$ cat src/rtl/hex_print_pkg.sv
// Shared constants for the hex print blocks: ASCII codes, FSM state encoding,
// and the hex digit count helper.
package hex_print_pkg;

  localparam logic [7:0] ASC_SPACE = 8'h20;
  localparam logic [7:0] ASC_CR    = 8'h0d;
  localparam logic [7:0] ASC_LF    = 8'h0a;
  localparam logic [7:0] ASC_0     = 8'h30;
  localparam logic [7:0] ASC_A_LC  = 8'h61;

  localparam logic [2:0] ST_IDLE  = 3'd0;
  localparam logic [2:0] ST_DIGIT = 3'd1;
  localparam logic [2:0] ST_SEP   = 3'd2;
  localparam logic [2:0] ST_CR    = 3'd3;
  localparam logic [2:0] ST_LF    = 3'd4;

  function automatic int hex_digits(input int width);
    return (width + 3) / 4;
  endfunction

endpackage

$ cat src/rtl/hex_nibble_to_ascii.sv
// Combinational 4-bit value to lowercase ASCII hex digit.
module hex_nibble_to_ascii
  import hex_print_pkg::*;
(
  input  logic [3:0] nibble_i,
  output logic [7:0] ascii_o
);

  always_comb begin
    if (nibble_i < 4'd10) ascii_o = ASC_0 + {4'h0, nibble_i};
    else                  ascii_o = ASC_A_LC + {4'h0, nibble_i} - 8'd10;
  end

endmodule

$ cat src/rtl/hex_line_printer.sv
// Latches CHANNELS words on in_strobe and streams "hhhh hhhh\r\n" to a UART TX FIFO.
// Optional HEX_LINE_PRINTER_ZERO_SUPPRESS_EN skips leading zero digits per channel.
//
// Handshake: a byte transfers in any cycle where the FSM has a byte pending and
// uart_ready=1; uart_strobe is asserted only in those cycles and the FSM advances.
module hex_line_printer
  import hex_print_pkg::*;
#(
  parameter int WIDTH    = 32,
  parameter int CHANNELS = 1
) (
  input  logic                      clk,
  input  logic                      reset,
  input  logic [CHANNELS*WIDTH-1:0] in_data,
  input  logic                      in_strobe,
  output logic                      busy,
  output logic                      dropped,
  output logic [7:0]                uart_data,
  output logic                      uart_strobe,
  input  logic                      uart_ready,
  output logic [2:0]                dbg_state_o
);

  localparam int D  = hex_digits(WIDTH);
  localparam int NW = (D > 1) ? $clog2(D) : 1;
  localparam int CW = (CHANNELS > 1) ? $clog2(CHANNELS) : 1;
  localparam int TW = CHANNELS * WIDTH;
  localparam logic [NW-1:0] NIB_LAST = NW'(D - 1);
  localparam logic [CW-1:0] CH_LAST  = CW'(CHANNELS - 1);

  logic [2:0]    state_q, state_d;
  logic [TW-1:0] shift_q, shift_d;
  logic [NW-1:0] nib_q, nib_d;
  logic [CW-1:0] ch_q, ch_d;
  logic          dropped_q, dropped_d;

  logic [TW-1:0]  shift_nx;
  logic [4*D-1:0] cur_pad;
  logic [3:0]     cur_nib;
  logic [7:0]     digit_ascii;
  logic [7:0]     byte_c;
  logic [NW-1:0]  start_in, start_nx;

  // The channel being printed always sits in the low WIDTH bits of shift_q.
  assign shift_nx = shift_q >> WIDTH;

  always_comb begin
    cur_pad = '0;
    cur_pad[WIDTH-1:0] = shift_q[WIDTH-1:0];
  end

  assign cur_nib = cur_pad[{nib_q, 2'b00} +: 4];

  hex_nibble_to_ascii u_nib2asc (
    .nibble_i (cur_nib),
    .ascii_o  (digit_ascii)
  );

`ifdef HEX_LINE_PRINTER_ZERO_SUPPRESS_EN
  // Starting nibble is the highest non-zero one, or 0 so a zero word prints "0".
  logic [4*D-1:0] in_pad, nx_pad;
  always_comb begin
    in_pad = '0;
    in_pad[WIDTH-1:0] = in_data[WIDTH-1:0];
    nx_pad = '0;
    nx_pad[WIDTH-1:0] = shift_nx[WIDTH-1:0];
    start_in = '0;
    start_nx = '0;
    for (int i = 0; i < D; i++) begin
      if (in_pad[4*i +: 4] != 4'h0) start_in = NW'(i);
      if (nx_pad[4*i +: 4] != 4'h0) start_nx = NW'(i);
    end
  end
`else
  assign start_in = NIB_LAST;
  assign start_nx = NIB_LAST;
`endif

  always_comb begin
    state_d   = state_q;
    shift_d   = shift_q;
    nib_d     = nib_q;
    ch_d      = ch_q;
    dropped_d = in_strobe && (state_q != ST_IDLE);
    byte_c    = 8'h00;
    case (state_q)
      ST_IDLE: begin
        if (in_strobe) begin
          shift_d = in_data;
          ch_d    = '0;
          nib_d   = start_in;
          state_d = ST_DIGIT;
        end
      end
      ST_DIGIT: begin
        byte_c = digit_ascii;
        if (uart_ready) begin
          if (nib_q == '0) state_d = (ch_q == CH_LAST) ? ST_CR : ST_SEP;
          else             nib_d   = nib_q - 1'b1;
        end
      end
      ST_SEP: begin
        byte_c = ASC_SPACE;
        if (uart_ready) begin
          ch_d    = ch_q + 1'b1;
          shift_d = shift_nx;
          nib_d   = start_nx;
          state_d = ST_DIGIT;
        end
      end
      ST_CR: begin
        byte_c = ASC_CR;
        if (uart_ready) state_d = ST_LF;
      end
      ST_LF: begin
        byte_c = ASC_LF;
        if (uart_ready) state_d = ST_IDLE;
      end
      default: state_d = ST_IDLE;
    endcase
  end

  always_ff @(posedge clk) begin
    if (reset) begin
      state_q   <= ST_IDLE;
      shift_q   <= '0;
      nib_q     <= '0;
      ch_q      <= '0;
      dropped_q <= 1'b0;
    end else begin
      state_q   <= state_d;
      shift_q   <= shift_d;
      nib_q     <= nib_d;
      ch_q      <= ch_d;
      dropped_q <= dropped_d;
    end
  end

  // Gating with reset makes a mid-line reset silence the output in its own cycle.
  assign busy        = (state_q != ST_IDLE);
  assign dropped     = dropped_q;
  assign uart_strobe = !reset && uart_ready && (state_q != ST_IDLE);
  assign uart_data   = reset ? 8'h00 : byte_c;
  assign dbg_state_o = state_q;

endmodule

$ cat config.mk
export PLATFORM = sky130hd
export DESIGN_NAME = hex_line_printer
export DESIGN_NICKNAME = d
export VERILOG_FILES = /design/src/rtl/hex_print_pkg.sv /design/src/rtl/hex_nibble_to_ascii.sv /design/src/rtl/hex_line_printer.sv
export SDC_FILE = /design/constraint.sdc
export NUM_CORES = 1
export LEC_CHECK = 0
export BUFFER_PORTS_ARGS = -buffer_cell sky130_fd_sc_hd__clkbuf_2
export CAP_MARGIN = 15
export CORE_ASPECT_RATIO = 1.1
export CORE_MARGIN = 3
export CORE_UTILIZATION = 25
export CTS_CLUSTER_DIAMETER = 100
export DETAILED_ROUTE_END_ITERATION = 10
export PLACE_DENSITY = 0.49
export SYNTH_ARGS = -nofsm -noshare
export SYNTH_HDL_FRONTEND = slang
export SYNTH_SLANG_ARGS = --single-unit
$ cat constraint.sdc
create_clock -name clk -period 2.4 [get_ports clk]
set_clock_uncertainty 0.1 [all_clocks]
set_input_delay 0.48 -clock clk [delete_from_list [all_inputs] [get_ports clk]]
set_output_delay 0.48 -clock clk [all_outputs]
set_load 0.02 [all_outputs]
==> impl_metrics.yaml <==
grt:
  grt_max_degree: 37
  grt_pass1_vias: 1790
  overflow: 0
  grt_pass1_wl_um: 8928
  track_usage_pct: 12.44
  antenna_found_initial: 0
cts:
  cts_buffer_depth: 2
  cts.clk_slew.worst_paths_ns: 0.08
  ctsHoldBuffers: 0
  cts_tree: "yes"
  clk_latency_ns: 0.29
  clockRootBuffer: "clkbuf_8"
  cts_sinks: 40
  cts_max_level: 2
  cts_buffers: 5
worst_hold_path:
  timing.hold.worst.class: "in -> reg"
  holdCritStartpoint: "in_data[10]"
  min_to: "cur_pad[10]$_SDFFE_PP0P_"
  hold_depth: 3
timing:
  finalSetupViolations: 6
  max_freq_ghz: 0.3442
  rsz0062_at_grt: "yes"
  hold_viol: 0
  slew_violations: 0
  setup_ws_ns: -0.5054
  fin_crit_sh_pct: 121.1
  period_needed_ns: 2.905
final_layout:
  final_common_cell: "clkbuf_2"
  final_core_util_pct: 35.23
  nets: 314
  fillers: 856
  multi_input_area_um2: 1119
  final_cells: 380
  final_cell_mix: "clkbuf_2, nor2_1, dfxtp_1, a22oi_1, buf_4"
  antenna_cells: 0
  drive_gt1_share_pct: 41.82
  syn_to_final_growth_pct: 35.12
  final-seq-area_um2: 807.0
synthesis:
  synth_warnings: 0
  synth_edf_count: 0
  synth-seq-cells: 40
  synth_nets: 247
  postSynthCellCount: 208
  syn_area_um2: 1981
  async_flop_share_pct: 0
  yosysSeqAreaShare_pct: 40.43
  synth_cell_types: 47
  ys.flop_type: "dfxtp_1"
  synth_area_per_cell_um2: 9.522
drt:
  drc_errors: 0
  firstDrtPassIters: 4
  drt_iter0_markers: 107
  avgRoutedWirePerCell_um: 14.35
  ant_nets: 0
  wl_um: 5453
  num_vias: 1789
  vias_per_cell: 4.708
worst_setup_path:
  crit_fanout: 6
  crit_type: "reg -> out"
  critPathArrivalTime_ns: 2.33
  r2r-end: "nib_q[2]$_SDFFE_PP0P_"
  start_kind: "register"
  endpoint_kind: "output port"
  worstPathRequired_ns: 1.82
  reg2reg_depth: 9
  r2r_slack_ns: 0.20
  r2r-start: "nib_q[1]$_SDFFE_PP0P_"
pwr:
  vdd_drop_max_mv: 0.2450
  power_leakage_nw: 1.118
  clockPowerShare_pct: 25.9
  p_sw_share_pct: 31.00
  seqPwrFrac_pct: 45.1
  p_switching_mw: 0.5191
  power.density_nw_per_um2: 625.6
  power_mw: 1.674
  power.internal_mw: 1.155
  power_frac_comb_pct: 29.0
floorplanning:
  die_w_um: 90.87
  initial_core_util_pct: 26.07
  rows: 33
  design.core.area_um2: 7597
  ios: 50
  fp.dieH_um: 99.36
  die_area_um2: 9028
status:
  outcome: "complete, but fails checks"
  violations: "negative setup slack"
placement:
  hpwl_um: 3822
  dp.cells: 371
  io_buffers: 48
  place.gp.congestion: 0.7629
run:
  cap_viol_max_count: 0
-- worst max-delay path by stage --
stage	slack [ns]	startpoint	cells after the start	end
after floorplan	-0.19	nib_q[0]$_SDFFE_PP0P_	7	uart_data[1]
after global placement	-0.31	nib_q[0]$_SDFFE_PP0P_	7	uart_data[1]
after detailed placement	-0.32	nib_q[0]$_SDFFE_PP0P_	7	uart_data[1]
after CTS	-0.53	nib_q[0]$_SDFFE_PP0P_	7	uart_data[1]
after global routing	-0.61	nib_q[0]$_SDFFE_PP0P_	7	uart_data[1]
final	-0.51	nib_q[0]$_SDFFE_PP0P_	7	uart_data[1]
-- synthesized netlist by cell type, types with 2 or more instances --
cell	count	share of area, %
buf_2	3	0.76
mux2i_4	2	2.3
a22oi_1	32	12
nor2b_1	3	0.95
mux2i_1	2	1.0
xnor2_1	3	1.3
dfxtp_1	40	40
a21oi_1	5	1.3
inv_2	2	0.38
a31oi_1	2	0.63
ha_1	3	1.9
or3_1	2	0.63
mux4_1	2	2.7
nor2_1	40	7.6
a211oi_1	2	0.76
mux4_2	6	6.8
nand2_1	7	1.3
buf_6	2	1.1
inv_1	3	0.57
o21ai_0	2	0.51
nor3_1	6	1.5
clkbuf_1	14	2.7
-- metrics by stage --
stage	area [um^2]	setup TNS [ns]	worst slack (ns)	hold WS (ns)
floorplan	2011	-0.3484	-0.1851	0.3654
global placement	2509	-1.117	-0.3112	0.3825
detailed placement	2509	-1.304	-0.3228	0.4038
CTS	2613	-2.374	-0.5299	0.3200
global route	2676	-2.962	-0.6120	0.3218
finish	2676	-2.188	-0.5054	0.3221
-- sequential cells by signal (all words and copies together), names as in the netlist --
name         count
cur_pad         32
dropped          1
dbg_state_o      3
nib_q            3
ch_q             1
-- critical path, cell delays in order (launching register included) --
cell       delay (ns)
dfxtp_4          0.41
mux4_2           0.54
mux2i_4          0.23
ha_4             0.24
nand2_2          0.06
nand2_2          0.07
a2111oi_4        0.30
buf_4            0.20
-- power by group through the flow --
stage                     clock (mW)  combinational [mW]  sequential (mW)
final                          0.433               0.486            0.755
after global placement             0               0.437            0.774
after CTS                      0.449               0.453            0.756
after detailed placement           0               0.440            0.774
after floorplan                    0               0.306            0.750
after global routing           0.481               0.541            0.764
-- logic make-up (layout without fill, tap and decap cells) --
kind of cell             Yosys count  in the layout  share of synthesized area (%)
other                              1              1                         0.1893
multiplexers                      14             14                          14.09
buffers and inverters             26             93                          6.443
AO/OA/AOI/OAI                     55             55                          20.47
flip-flops                        40             40                          40.43
adder cells (fa/ha/maj)            3              3                          1.895
XOR/XNOR                           3              3                          1.327
AND/OR/NAND/NOR                   66             66                          15.16
-- metal layers --
metal / GRT usage [%] / up-vias / wire length [um]
met4: 5.104 / 0 / 142
met1: 15.86 / 836 / 2494
met2: 20.37 / 44 / 2585
li1: - / 899 / -
met3: 2.874 / 10 / 231
met5: 0 / - / 0
-- layout make-up --
cell class | instances | area share, %
Timing Repair Buffer | 80 | 18.98
Clock buffer | 5 | 2.571
Sequential cell | 40 | 30.15
Multi-Input combinational cell | 142 | 41.80
Clock inverter | 2 | 0.4675
Inverter | 6 | 1.122
Tap cell | 105 | 4.909
-- repair_timing --
| item | CTS | global route |
|---|---|---|
| buffers inserted | 1 | 2 |
| endpoints found under the setup margin | 6 | 6 |
| gates resized for setup | 6 | 19 |
| pin swaps | 1 | 3 |
Power figures use the tool's default switching activity.
